`src/rtl/multicycle_control.sv`:
```
`default_nettype none
// ============================================================================
// Module   : multicycle_control
// Brief    : Moore control FSM for the multi-cycle MIPS-subset datapath with a
//            req/ready shared-memory handshake. Optional macro
//            ILLEGAL_OP_TRAP_EN parks unknown opcodes in a TRAP state.
// Revision : 1.0 - initial release
// ============================================================================
module multicycle_control (
    input  logic       clk,
    input  logic       reset,
    input  logic [5:0] op,
    input  logic       mem_ready,
    output logic       mem_req,
    output logic       mem_write,
    output logic       iord,
    output logic       ir_write,
    output logic       pc_write,
    output logic       pc_write_cond,
    output logic [1:0] pc_src,
    output logic       alu_src_a,
    output logic [1:0] alu_src_b,
    output logic [1:0] alu_op,
    output logic       reg_dst,
    output logic       mem_to_reg,
    output logic       reg_write,
    output logic       instr_done,
    output logic       trap
);

    localparam logic [5:0] c_op_rtype = 6'b000000;
    localparam logic [5:0] c_op_lw    = 6'b100011;
    localparam logic [5:0] c_op_sw    = 6'b101011;
    localparam logic [5:0] c_op_beq   = 6'b000100;
    localparam logic [5:0] c_op_addi  = 6'b001000;
    localparam logic [5:0] c_op_j     = 6'b000010;

    typedef enum logic [3:0] {
        FETCH   = 4'd0,
        DECODE  = 4'd1,
        MEMADR  = 4'd2,
        MEMRD   = 4'd3,
        MEMWB   = 4'd4,
        MEMWR   = 4'd5,
        RTYPEEX = 4'd6,
        RTYPEWB = 4'd7,
        BEQEX   = 4'd8,
        ADDIEX  = 4'd9,
        ADDIWB  = 4'd10,
        JEX     = 4'd11
`ifdef ILLEGAL_OP_TRAP_EN
        , TRAP  = 4'd12
`endif
    } state_t;

    state_t r_state;
    state_t w_next;

    always_ff @(posedge clk) begin
        if (reset) begin
            r_state <= FETCH;
        end else begin
            r_state <= w_next;
        end
    end

    always_comb begin
        w_next        = r_state;
        mem_req       = 1'b0;
        mem_write     = 1'b0;
        iord          = 1'b0;
        ir_write      = 1'b0;
        pc_write      = 1'b0;
        pc_write_cond = 1'b0;
        pc_src        = 2'b00;
        alu_src_a     = 1'b0;
        alu_src_b     = 2'b00;
        alu_op        = 2'b00;
        reg_dst       = 1'b0;
        mem_to_reg    = 1'b0;
        reg_write     = 1'b0;
        instr_done    = 1'b0;
        trap          = 1'b0;

        case (r_state)
            FETCH: begin
                mem_req   = 1'b1;
                alu_src_b = 2'b01;
                if (mem_ready) begin
                    ir_write = 1'b1;
                    pc_write = 1'b1;
                    w_next   = DECODE;
                end
            end
            DECODE: begin
                // ALU precomputes the branch target while the opcode is decoded
                alu_src_b = 2'b11;
                case (op)
                    c_op_lw, c_op_sw: w_next = MEMADR;
                    c_op_rtype:       w_next = RTYPEEX;
                    c_op_beq:         w_next = BEQEX;
                    c_op_addi:        w_next = ADDIEX;
                    c_op_j:           w_next = JEX;
                    default: begin
`ifdef ILLEGAL_OP_TRAP_EN
                        w_next = TRAP;
`else
                        instr_done = 1'b1;
                        w_next     = FETCH;
`endif
                    end
                endcase
            end
            MEMADR: begin
                alu_src_a = 1'b1;
                alu_src_b = 2'b10;
                w_next    = (op == c_op_sw) ? MEMWR : MEMRD;
            end
            MEMRD: begin
                mem_req = 1'b1;
                iord    = 1'b1;
                if (mem_ready) begin
                    w_next = MEMWB;
                end
            end
            MEMWB: begin
                reg_write  = 1'b1;
                mem_to_reg = 1'b1;
                instr_done = 1'b1;
                w_next     = FETCH;
            end
            MEMWR: begin
                mem_req   = 1'b1;
                mem_write = 1'b1;
                iord      = 1'b1;
                if (mem_ready) begin
                    instr_done = 1'b1;
                    w_next     = FETCH;
                end
            end
            RTYPEEX: begin
                alu_src_a = 1'b1;
                alu_op    = 2'b10;
                w_next    = RTYPEWB;
            end
            RTYPEWB: begin
                reg_write  = 1'b1;
                reg_dst    = 1'b1;
                instr_done = 1'b1;
                w_next     = FETCH;
            end
            BEQEX: begin
                alu_src_a     = 1'b1;
                alu_op        = 2'b01;
                pc_write_cond = 1'b1;
                pc_src        = 2'b01;
                instr_done    = 1'b1;
                w_next        = FETCH;
            end
            ADDIEX: begin
                alu_src_a = 1'b1;
                alu_src_b = 2'b10;
                w_next    = ADDIWB;
            end
            ADDIWB: begin
                reg_write  = 1'b1;
                instr_done = 1'b1;
                w_next     = FETCH;
            end
            JEX: begin
                pc_write   = 1'b1;
                pc_src     = 2'b10;
                instr_done = 1'b1;
                w_next     = FETCH;
            end
`ifdef ILLEGAL_OP_TRAP_EN
            TRAP: begin
                trap   = 1'b1;
                w_next = TRAP;
            end
`endif
            default: w_next = FETCH;
        endcase

        // Reset quiets every strobe so an abandoned access issues nothing
        if (reset) begin
            mem_req       = 1'b0;
            mem_write     = 1'b0;
            iord          = 1'b0;
            ir_write      = 1'b0;
            pc_write      = 1'b0;
            pc_write_cond = 1'b0;
            pc_src        = 2'b00;
            alu_src_a     = 1'b0;
            alu_src_b     = 2'b00;
            alu_op        = 2'b00;
            reg_dst       = 1'b0;
            mem_to_reg    = 1'b0;
            reg_write     = 1'b0;
            instr_done    = 1'b0;
            trap          = 1'b0;
        end
    end

endmodule
`default_nettype wire

```
`config.mk`:
```
export PLATFORM = sky130hd
export DESIGN_NAME = multicycle_control
export DESIGN_NICKNAME = d
export VERILOG_FILES = /design/src/rtl/multicycle_control.sv
export SDC_FILE = /design/constraint.sdc
export NUM_CORES = 1
export LEC_CHECK = 0
export CAP_MARGIN = 0
export CORE_MARGIN = 2
export CORE_UTILIZATION = 35
export DETAILED_ROUTE_END_ITERATION = 10
export HOLD_SLACK_MARGIN = 0.05
export PLACE_DENSITY = 0.8
export RECOVER_POWER = 25
export SLEW_MARGIN = 25
export SYNTH_ARGS = -nofsm -noshare
export SYNTH_HDL_FRONTEND = slang
export SYNTH_SLANG_ARGS = --single-unit
export TNS_END_PERCENT = 1
```
`constraint.sdc`:
```
create_clock -name clk -period 1.6 [get_ports clk]
set_clock_uncertainty 0.15 [all_clocks]
set_input_delay 0.32 -clock clk [delete_from_list [all_inputs] [get_ports clk]]
set_output_delay 0.32 -clock clk [all_outputs]
set_load 0.02 [all_outputs]
```
# [Yosys cells after proc, flatten, opt, wreduce, memory -nomap -nowiden]
# Cells that the tools add are included.
[word_totals] regBits=4 output_inout_bits=18
[classes] eq_ne=19 n_mux=36 n_reduce_logical=11
[op_table] cell="$pmux 4 s7" n=1
[op_table] cell="$mux 1" n=22
[op_table] cell="$pmux 4 s5" n=1
[op_table] cell="$eq 4x3->1 const B" n=4
[op_table] cell="$eq 4x4->1 const B" n=4
[op_table] cell="$eq 6x6->1 const B" n=2
[op_table] cell="$mux 4" n=3
[op_table] cell="$eq 4x2->1 const B" n=2
[op_table] cell="$pmux 2 s2" n=2
[op_table] cell="$eq 6x2->1 const B" n=1
[op_table] cell="$eq 6x3->1 const B" n=1
[op_table] cell="$eq 6x4->1 const B" n=1
[op_table] cell="$logic_not 6->1" n=1
[op_table] cell="$mux 2" n=3
[op_table] cell="$ne 2x2->1 const B" n=3
[op_table] cell="$pmux 2 s3" n=1
[op_table] cell="$reduce_or 2->1" n=3
[op_table] cell="$reduce_or 3->1" n=2
[op_table] cell="$reduce_or 6->1" n=1
[op_table] cell="$reduce_or 5->1" n=1
[op_table] cell="$eq 4x1->1 const B" n=1
[op_table] cell="$logic_not 4->1" n=1
[op_table] cell="$reduce_or 4->1" n=1
[op_table] cell="$mux 3" n=1
[op_table] cell="3 further kinds" n=3

# [Depth between registers and ports, before layout]
# Gate-level depths: netlist of the first run.
[logic_depth] ltp_word=5 depth_mapped=5

# [Worst setup path before layout of the first run]
# No wires, ideal clock.
[synth_timing] kind="register -> output" startpoint="register r_state[1]" endpoint="output port pc_src[0]" t_arrival_ns=1.731 required_time_ns=1.130 slack_ns=-0.601 path_stages_with_launch=5 n_path_buf=3 cell_sequence="dfxtp_1 -> clkbuf_1 -> clkbuf_1 -> nor4_1 -> buf_4"
[synth_via] elab_chain_len=3 elab_cells_between_ends=4 cone_classes="eq/ne: 2; mux: 2"
[synth_rtl] element="start: declaration" line_no="56" text="state_t r_state;"
[synth_rtl] element="start signal: assignment" line_no="63" text="r_state <= w_next;"
[synth_rtl] element="$eq 4x4->1" line_no="85" text="case (r_state)"
[synth_rtl] element="$pmux 2 s2 (*)" line_no="85"
[synth_rtl] element="$mux 2 (*)" line_no="186" text="if (reset) begin"
[synth_rtl] element="end: declaration" line_no="20" text="output logic [1:0] pc_src,"
# Every way passes the cells marked *; elsewhere a longest branch is shown, timed or not.

# [Worst setup path after layout of the first run]
[layout_timing] startpoint="input port reset" endpoint="output port instr_done"
[layout_via] elab_chain_len=1
[layout_rtl] element="start: declaration" line_no="11" text="input logic reset,"
[layout_rtl] element="$mux 1" line_no="186"
[layout_rtl] element="end: declaration" line_no="27" text="output logic instr_done,"
# No other way between the ends.

==> results of run 1 <==
[cell type report]
cell class | count | area [um^2]
well taps | 16 | 20.0
multi-input cells | 74 | 701
clock buffers | 3 | 22.5
fillers | 34 | 70.1
inverters | 1 | 3.75
flip-flops and latches | 4 | 95.1
repair buffers | 67 | 577
[worst max-delay path, stage by stage]
cell           delay (ns)
dlygate4sd2_1        0.37
buf_4                0.23
nor3_1               0.06
a32o_2               0.27
buf_6                0.13
[layout by cell type, fill, tap and decap left out, types with 2 or more instances in the layout]
cell type and instances:
clkbuf_4 3, buf_4 41, o21ai_2 2, nor2_1 5, buf_6 21, nand2b_4 3
nor2_4 4, a21oi_2 2, nand2_1 2, a21oi_1 4, nor3_4 4, nand2_4 2
nor3_2 5, a31oi_1 3, nand3_1 2, nand2b_1 2, clkbuf_2 2, dlygate4sd2_1 2
nor2b_4 2, nor2_2 6, nor4_4 4, o22ai_1 2, dfxtp_4 4, o21ai_0 2
[routing by layer]
metal	vias to the layer above	track usage	wire length (um)	part of all wire
li1	445	-	-	-
met1	505	0.407	1250	0.33
met2	106	0.752	1900	0.50
met3	45	0.0833	333	0.087
met4	0	0.212	323	0.085
met5	-	0	0	0
[cell families after synthesis]
logic type / after synthesis / synth area share
flops: 4 / 0.147
xor+xnor: 2 / 0.0321
simple gates: 50 / 0.491
compound gates: 21 / 0.241
buf+inv: 10 / 0.0826
other cells: 1 / 0.00687
[worst paths after layout]
path | cells past startpoint | to | from
setup / recovery | 5 | instr_done | reset
hold / removal | 4 | r_state[3] | op[0]
setup reg to reg | 5 | r_state[1] | r_state[2]
hold reg to reg | 2 | r_state[2] | r_state[2]
[through the flow]
step	cells	setup WS [ns]	setup TNS, ns	hold WS [ns]	instance area [um^2]
after CTS	166	-0.211	-1.83	0.355	1360
final	165	-0.251	-2.28	0.342	1420
after global placement	158	-0.907	-13.82	0.445	1150
after floorplan	88	-0.0405	-0.288	0.333	668
after global routing	165	-0.306	-3.11	0.343	1420
after detailed placement	158	-0.988	-14.75	0.443	1150
[where the power goes]
group	switching [uW]	internal, uW
combinational	131	117
sequential	5.65	97.7
clock	33.5	83.4
[repair_timing]
action                     4_1_cts  5_1_grt
pin swaps                       18       10
setup endpoints to repair       19       20
setup buffers                    5        0
gates resized for setup        164       21
==> results.tsv, run 1 <==
stage	metric	value	unit
timing	finalMaxSlewViolations	0	
final_layout	drive_gt1_frac	0.752	
floorplan	row_count	14	
synth	async_flop_share	0	
hold_path	holdCritPathClass	in -> reg	
clock_network	hold_buffers	0	
run_status	violations	setup timing	
clock_network	h-tree-depth	1	
place	io_buffer_count	25	
final_layout	antenna_cells	0	
critical_path	criticalPathCategory	in -> out	
floorplan	die_area	1890	um^2
final_layout	largest_register	r_state	
critical_path	cp-end-kind	output pin	
grt	grt_pass1_wl	5640	um
timing	grt_setup_unrepaired	yes	
power_and_ir_drop	leakage	0.000627	uW
synth	syn-num-nets	97	
clock_network	cts_buffers	3	
critical_path	cp.required	1.13	ns
detailed_routing	drc	0	
grt	grt_start_max_net_pins	9	
floorplan	core	1490	um^2
critical_path	crit_fanout	5	
clock_network	clkLatencyLatePin	0.22	ns
timing	fmax	540	MHz
final_layout	largest_reg_flops	4	
detailed_routing	routedWlPerCell	23.1	um
power_and_ir_drop	power_density	331	nW/um^2
synth	syn_avg_cell_area	6.20	um^2
synth	synth_area	546	um^2
floorplan	fp.dieH	43.5	um
place	gp_congestion	0.911	
floorplan	die_w	43.5	um
detailed_routing	drt_first_pass_iters	4	
place	hpwl	1820	um
synth	ys_top_cells_by_area	dfxtp_1 (15%), nor2_1 (10%), nor3_1 (9.2%)	
clock_network	cts.sinks	4	
detailed_routing	drtIter0Drc	54	
critical_path	arrival	1.38	ns
timing	finalCritPeriodShare	1.16	
detailed_routing	antenna_left	0	
detailed_routing	vias	1101	
synth	synth_top_area_frac	0.147	
synth	ys.flop_type	dfxtp_1	
timing	setup_violations	19	
run_status	status	finished, violations left	
final_layout	top_regs	r_state (4)	
final_layout	postLayoutCoreUtil	0.953	
power_and_ir_drop	peakVddDrop	0.667	mV
floorplan	io_pins	27	
clock_network	clk_path_buf_depth	2	
synth	synth_area_leader_cell	dfxtp_1	
grt	grt.overflow.total	0	
floorplan	start_util	0.366	
synth	synth_edf_count	0	
clock_network	clockRootBuffer	clkbuf_4	
synth	synth.most_common_cell	nor2_1	
job	drv_cap	0	
synth	seq_area_frac_synth	0.147	
synth	synth-seq-cells	4	
timing	period_minus_slack	1.85	ns
grt	grt_pass1_vias	1147	
final_layout	syn_to_final_growth	160	%
timing	setup_slack	-0.251	ns
grt	grt_util_all_layers	0.400	
final_layout	nets	160	
grt	antenna_found_initial	0	
critical_path	ff2ff_setup_slack	-0.01	ns
clock_network	clk_pin_slew_worst_paths	0.03	ns
synth	syn_inst	88	
critical_path	cp-start-kind	input pin	
power_and_ir_drop	finalPower	469	uW
synth	synth_top_cells_by_count	nor2_1 (15), nor3_1 (10), clkbuf_1 (7)	
timing	hold_viol_final	0	
clock_network	cts_tree	built	
detailed_routing	routed_wl	3810	um
detailed_routing	vias_per_cell	6.67	
synth	yosysWarningCount	0	
synth	synth.distinct_cells	33	
(Power assumes the default switching activity.)
==> run 2, diff against run 1 <==
--- a/config.mk
+++ b/config.mk
@@ -6,7 +6,6 @@
 export NUM_CORES = 1
 export LEC_CHECK = 0
 export CAP_MARGIN = 0
-export CORE_MARGIN = 2
 export CORE_UTILIZATION = 35
 export DETAILED_ROUTE_END_ITERATION = 10
 export HOLD_SLACK_MARGIN = 0.05
==> run 2 against run 1 <==
The flow now stops in 5_1_grt. Synthesized area unchanged. Synthesized cell count unchanged.
==> results.tsv, run 2 <==
stage	metric	value	unit
synth	synth-xor-area-share	0.0321	
place	gp_congestion	0.892	
run_status	status	stopped before the end	
clock_network	h-tree-depth	1	
place	dp.cells	154	
synth	syn-num-nets	97	
floorplan	start_util	0.395	
synth	seq_area_frac_synth	0.147	
synth	syn_inst	88	
clock_network	hold_buffers	0	
synth	synth_top_area_frac	0.147	
run_status	error_line	[ERROR DPL-0038] Utilization greater than 100%, impossible to legalize	
synth	synth_area_leader_cell	dfxtp_1	
synth	synth.most_common_cell	nor2_1	
floorplan	row_count	13	
floorplan	fp.dieH	41.5	um
place	hpwl	1590	um
timing	endpoint_type	primary output	
clock_network	clockRootBuffer	clkbuf_4	
synth	synth_compound_area_frac	0.241	
clock_network	cts_buffers	3	
synth	synth-seq-cells	4	
synth	synth_top_cells_by_count	nor2_1 (15), nor3_1 (10), clkbuf_1 (7)	
synth	yosysWarningCount	0	
synth	synthAdderAreaFrac	0	
floorplan	die_w	41.5	um
synth	ys_top_cells_by_area	dfxtp_1 (15%), nor2_1 (10%), nor3_1 (9.2%)	
grt	grt_start_max_net_pins	12	
clock_network	cts.sinks	4	
synth	synthMuxAreaShare	0	
synth	ys.flop_type	dfxtp_1	
timing	worst_endpoint	instr_done	
synth	synth.distinct_cells	33	
synth	synth-simple-area-share	0.491	
synth	synth_edf_count	0	
clock_network	clk_path_buf_depth	2	
synth	synth_area	546	um^2
place	io_buffer_count	25	
run_status	lastStage	5_1_grt	
synth	syn_avg_cell_area	6.20	um^2
synth	synth_top_family_by_area	simple AND/OR/NAND/NOR gates	
synth	async_flop_share	0	
floorplan	io_pins	27	
## run 2: cell counts after synthesis
No cell type changed its count.
## run 2: metrics by stage
step | cell area [um^2] | setup WS (ns) | hold slack [ns]
2_1_floorplan | 668 | -0.0405 | 0.333
3_3_place_gp | 1130 | -0.906 | 0.452
3_5_place_dp | 1130 | -0.980 | 0.448
4_1_cts | 1270 | -0.212 | 0.240
## run 2: what timing repair did
item	in CTS
setup buffers	2
gates resized for setup	155
setup endpoints to repair	20
pin swaps	11
## run 2: cells by family after synthesis
logic type,Yosys count
and+or+nand+nor,50
AOI/OAI and AO/OA,21
other,1
buffers and inverters,10
xor gates and xnor gates,2
DFF,4
==> run 3, diff against run 2 <==
--- a/config.mk
+++ b/config.mk
@@ -6,10 +6,10 @@
 export NUM_CORES = 1
 export LEC_CHECK = 0
 export CAP_MARGIN = 0
-export CORE_UTILIZATION = 35
+export CORE_AREA = 2 2 63 65
 export DETAILED_ROUTE_END_ITERATION = 10
-export HOLD_SLACK_MARGIN = 0.05
-export PLACE_DENSITY = 0.8
+export DIE_AREA = 0 0 65 67
+export PLACE_DENSITY_LB_ADDON = 0.15
 export RECOVER_POWER = 25
 export SLEW_MARGIN = 25
 export SYNTH_ARGS = -nofsm -noshare
==> constraint.sdc (replaced) <==
create_clock -name clk -period 2.1 [get_ports clk]
set_clock_uncertainty 0.15 [all_clocks]
set_input_delay 0.42 -clock clk [delete_from_list [all_inputs] [get_ports clk]]
set_output_delay 0.42 -clock clk [all_outputs]
set_load 0.02 [all_outputs]
==> run 3 against run 2 <==
The run now ends clean.
==> results.tsv, run 3 (synthesized netlist as in run 1, its figures left out) <==
stage	metric	value	unit
run_status	status	complete, no violations	
grt	grt_pass1_vias	829	
clock_network	cts_tree	built	
place	hpwl	1760	um
critical_path	crit_top_cell	nor2_2	
critical_path	cp-start-kind	input pin	
critical_path	cp.required	1.53	ns
final_layout	largest_register	r_state	
hold_path	hold_end	r_state[2]	
detailed_routing	vias	867	
timing	period_minus_slack	2.08	ns
power_and_ir_drop	peakVddDrop	0.256	mV
power_and_ir_drop	finalPower	381	uW
final_layout	fin_cells	203	
critical_path	reg2regPathDepth	9	
critical_path	r2r_end	r_state[3]	
critical_path	path_cells	dlygate4sd2_1 -> nor2_2 -> nor4b_4 -> nor2_2 -> a32o_1 -> buf_4	
clock_network	clkLatencyLatePin	0.22	ns
job	drv_cap	0	
detailed_routing	drc	0	
timing	hold_viol_final	0	
critical_path	crit_fanout	2	
clock_network	cts_buffers	3	
floorplan	fp.dieH	67	um
timing	grt_setup_unrepaired	yes	
hold_path	holdCritPathClass	reg -> reg	
critical_path	max_stage_delay	0.26	ns
power_and_ir_drop	power_density	314	nW/um^2
grt	antenna_found_initial	0	
timing	finalCritPeriodShare	0.991	
floorplan	io_pins	27	
critical_path	cpMaxStageDelayCell	a32o_1	
clock_network	cts.sinks	4	
place	placed_cell_area	1090	um^2
grt	grt_start_max_net_pins	10	
clock_network	clockRootBuffer	clkbuf_8	
grt	grt_util_all_layers	0.105	
power_and_ir_drop	leakage	0.000571	uW
final_layout	final_common_cell	buf_4	
grt	grt_pass1_wl	3570	um
final_layout	fill_cells	409	
place	io_buffer_count	25	
place	dp.cells	188	
final_layout	drive_gt1_frac	0.503	
final_layout	mostFrequentLayoutCells	buf_4 (50), nor2_1 (13), dlygate4sd2_1 (10), nor3_1 (9), a21oi_1 (6)	
clock_network	clk_pin_slew_worst_paths	0.03	ns
floorplan	die_area	4360	um^2
final_layout	nets	166	
place	gp_congestion	0.773	
detailed_routing	drt_first_pass_iters	4	
hold_path	whs_path_depth	3	
final_layout	syn_to_final_growth	122	%
clock_network	clk_path_buf_depth	2	
floorplan	start_util	0.151	
detailed_routing	vias_per_cell	4.27	
grt	grt.overflow.total	0	
floorplan	die_w	65	um
floorplan	core	3610	um^2
critical_path	criticalPathCategory	in -> out	
timing	finalMaxSlewViolations	0	
detailed_routing	routed_wl	2210	um
critical_path	arrival	1.51	ns
timing	fmax	480	MHz
floorplan	row_count	22	
critical_path	crit_buf_inv	2	
critical_path	cp_top_family	simple AND/OR/NAND/NOR gates	
critical_path	cp-end-kind	output pin	
critical_path	ff2ff_setup_slack	0.39	ns
final_layout	largest_reg_flops	4	
final_layout	antenna_cells	0	
clock_network	h-tree-depth	1	
detailed_routing	routedWlPerCell	10.9	um
final_layout	top_regs	r_state (4)	
timing	tns	0	ns
detailed_routing	antenna_left	0	
final_layout	final_area	1210	um^2
hold_path	hp-start	r_state[2]	
timing	setup_violations	0	
final_layout	postLayoutCoreUtil	0.336	
critical_path	r2r-start	r_state[3]	
detailed_routing	drtIter0Drc	17	
run 3: final cells by class:
| class | instances | area [um^2] | area share |
|---|---|---|---|
| well taps | 48 | 60.1 | 0.0495 |
| multi-input cells | 74 | 465 | 0.384 |
| repair buffers | 73 | 558 | 0.460 |
| clock buffers | 3 | 41.3 | 0.0341 |
| flip-flops and latches | 4 | 83.8 | 0.0691 |
| inverters | 1 | 3.75 | 0.00310 |
run 3: worst reg2reg max path: stages (launching register included):
cell and delay [ns]:
dfxtp_2 0.41, buf_4 0.16, nor2_2 0.04, buf_4 0.14
buf_4 0.13, buf_4 0.12, buf_4 0.12, buf_4 0.12
buf_4 0.12, a21oi_1 0.13
run 3: per-layer routing:
layer | track usage | share of wire | vias to the layer above
met5 | 0 | 0 | -
li1 | - | - | 449
met4 | 0.0160 | 0 | 0
met2 | 0.201 | 0.51 | 29
met1 | 0.121 | 0.44 | 389
met3 | 0.0220 | 0.049 | 0
run 3: what timing repair did:
action	4_1_cts	5_1_grt
endpoints found under the setup margin	17	6
pin swaps	4	5
resized for setup	65	13
hold buffers	0	0
setup buffers	11	1
run 3: where the power goes:
group          leakage [uW]  switching [uW]  internal [uW]
registers         0.0000338            3.27           78.7
logic              0.000516            65.0           73.5
clock network     0.0000216            38.4            122
run 3: worst max path at each step:
stage | from | to | slack [ns] | cells past startpoint
after floorplan | r_state[2] | mem_to_reg | 0.04 | 4
after global placement | op[1] | instr_done | -0.72 | 6
after detailed placement | op[1] | instr_done | -0.80 | 6
after CTS | op[1] | instr_done | -0.15 | 6
after global routing | op[2] | instr_done | -0.05 | 6
final | op[2] | instr_done | 0.02 | 6
run 3: metrics by stage:
stage	worst slack, ns	hold WS, ns
3_3_place_gp	-0.725	0.572
4_1_cts	-0.146	0.570
5_1_grt	-0.0507	0.576
2_1_floorplan	0.0391	0.395
3_5_place_dp	-0.797	0.561
6_report	0.0181	0.557
==> run 4, diff against run 3 <==
--- a/config.mk
+++ b/config.mk
@@ -5,8 +5,9 @@
 export SDC_FILE = /design/constraint.sdc
 export NUM_CORES = 1
 export LEC_CHECK = 0
-export CAP_MARGIN = 0
+export CAP_MARGIN = 15
 export CORE_AREA = 2 2 63 65
+export CTS_CLUSTER_DIAMETER = 120
 export DETAILED_ROUTE_END_ITERATION = 10
 export DIE_AREA = 0 0 65 67
 export PLACE_DENSITY_LB_ADDON = 0.15
==> results of run 4 <==
No change in the layout: final DEF, timing and power equal those of run 3.
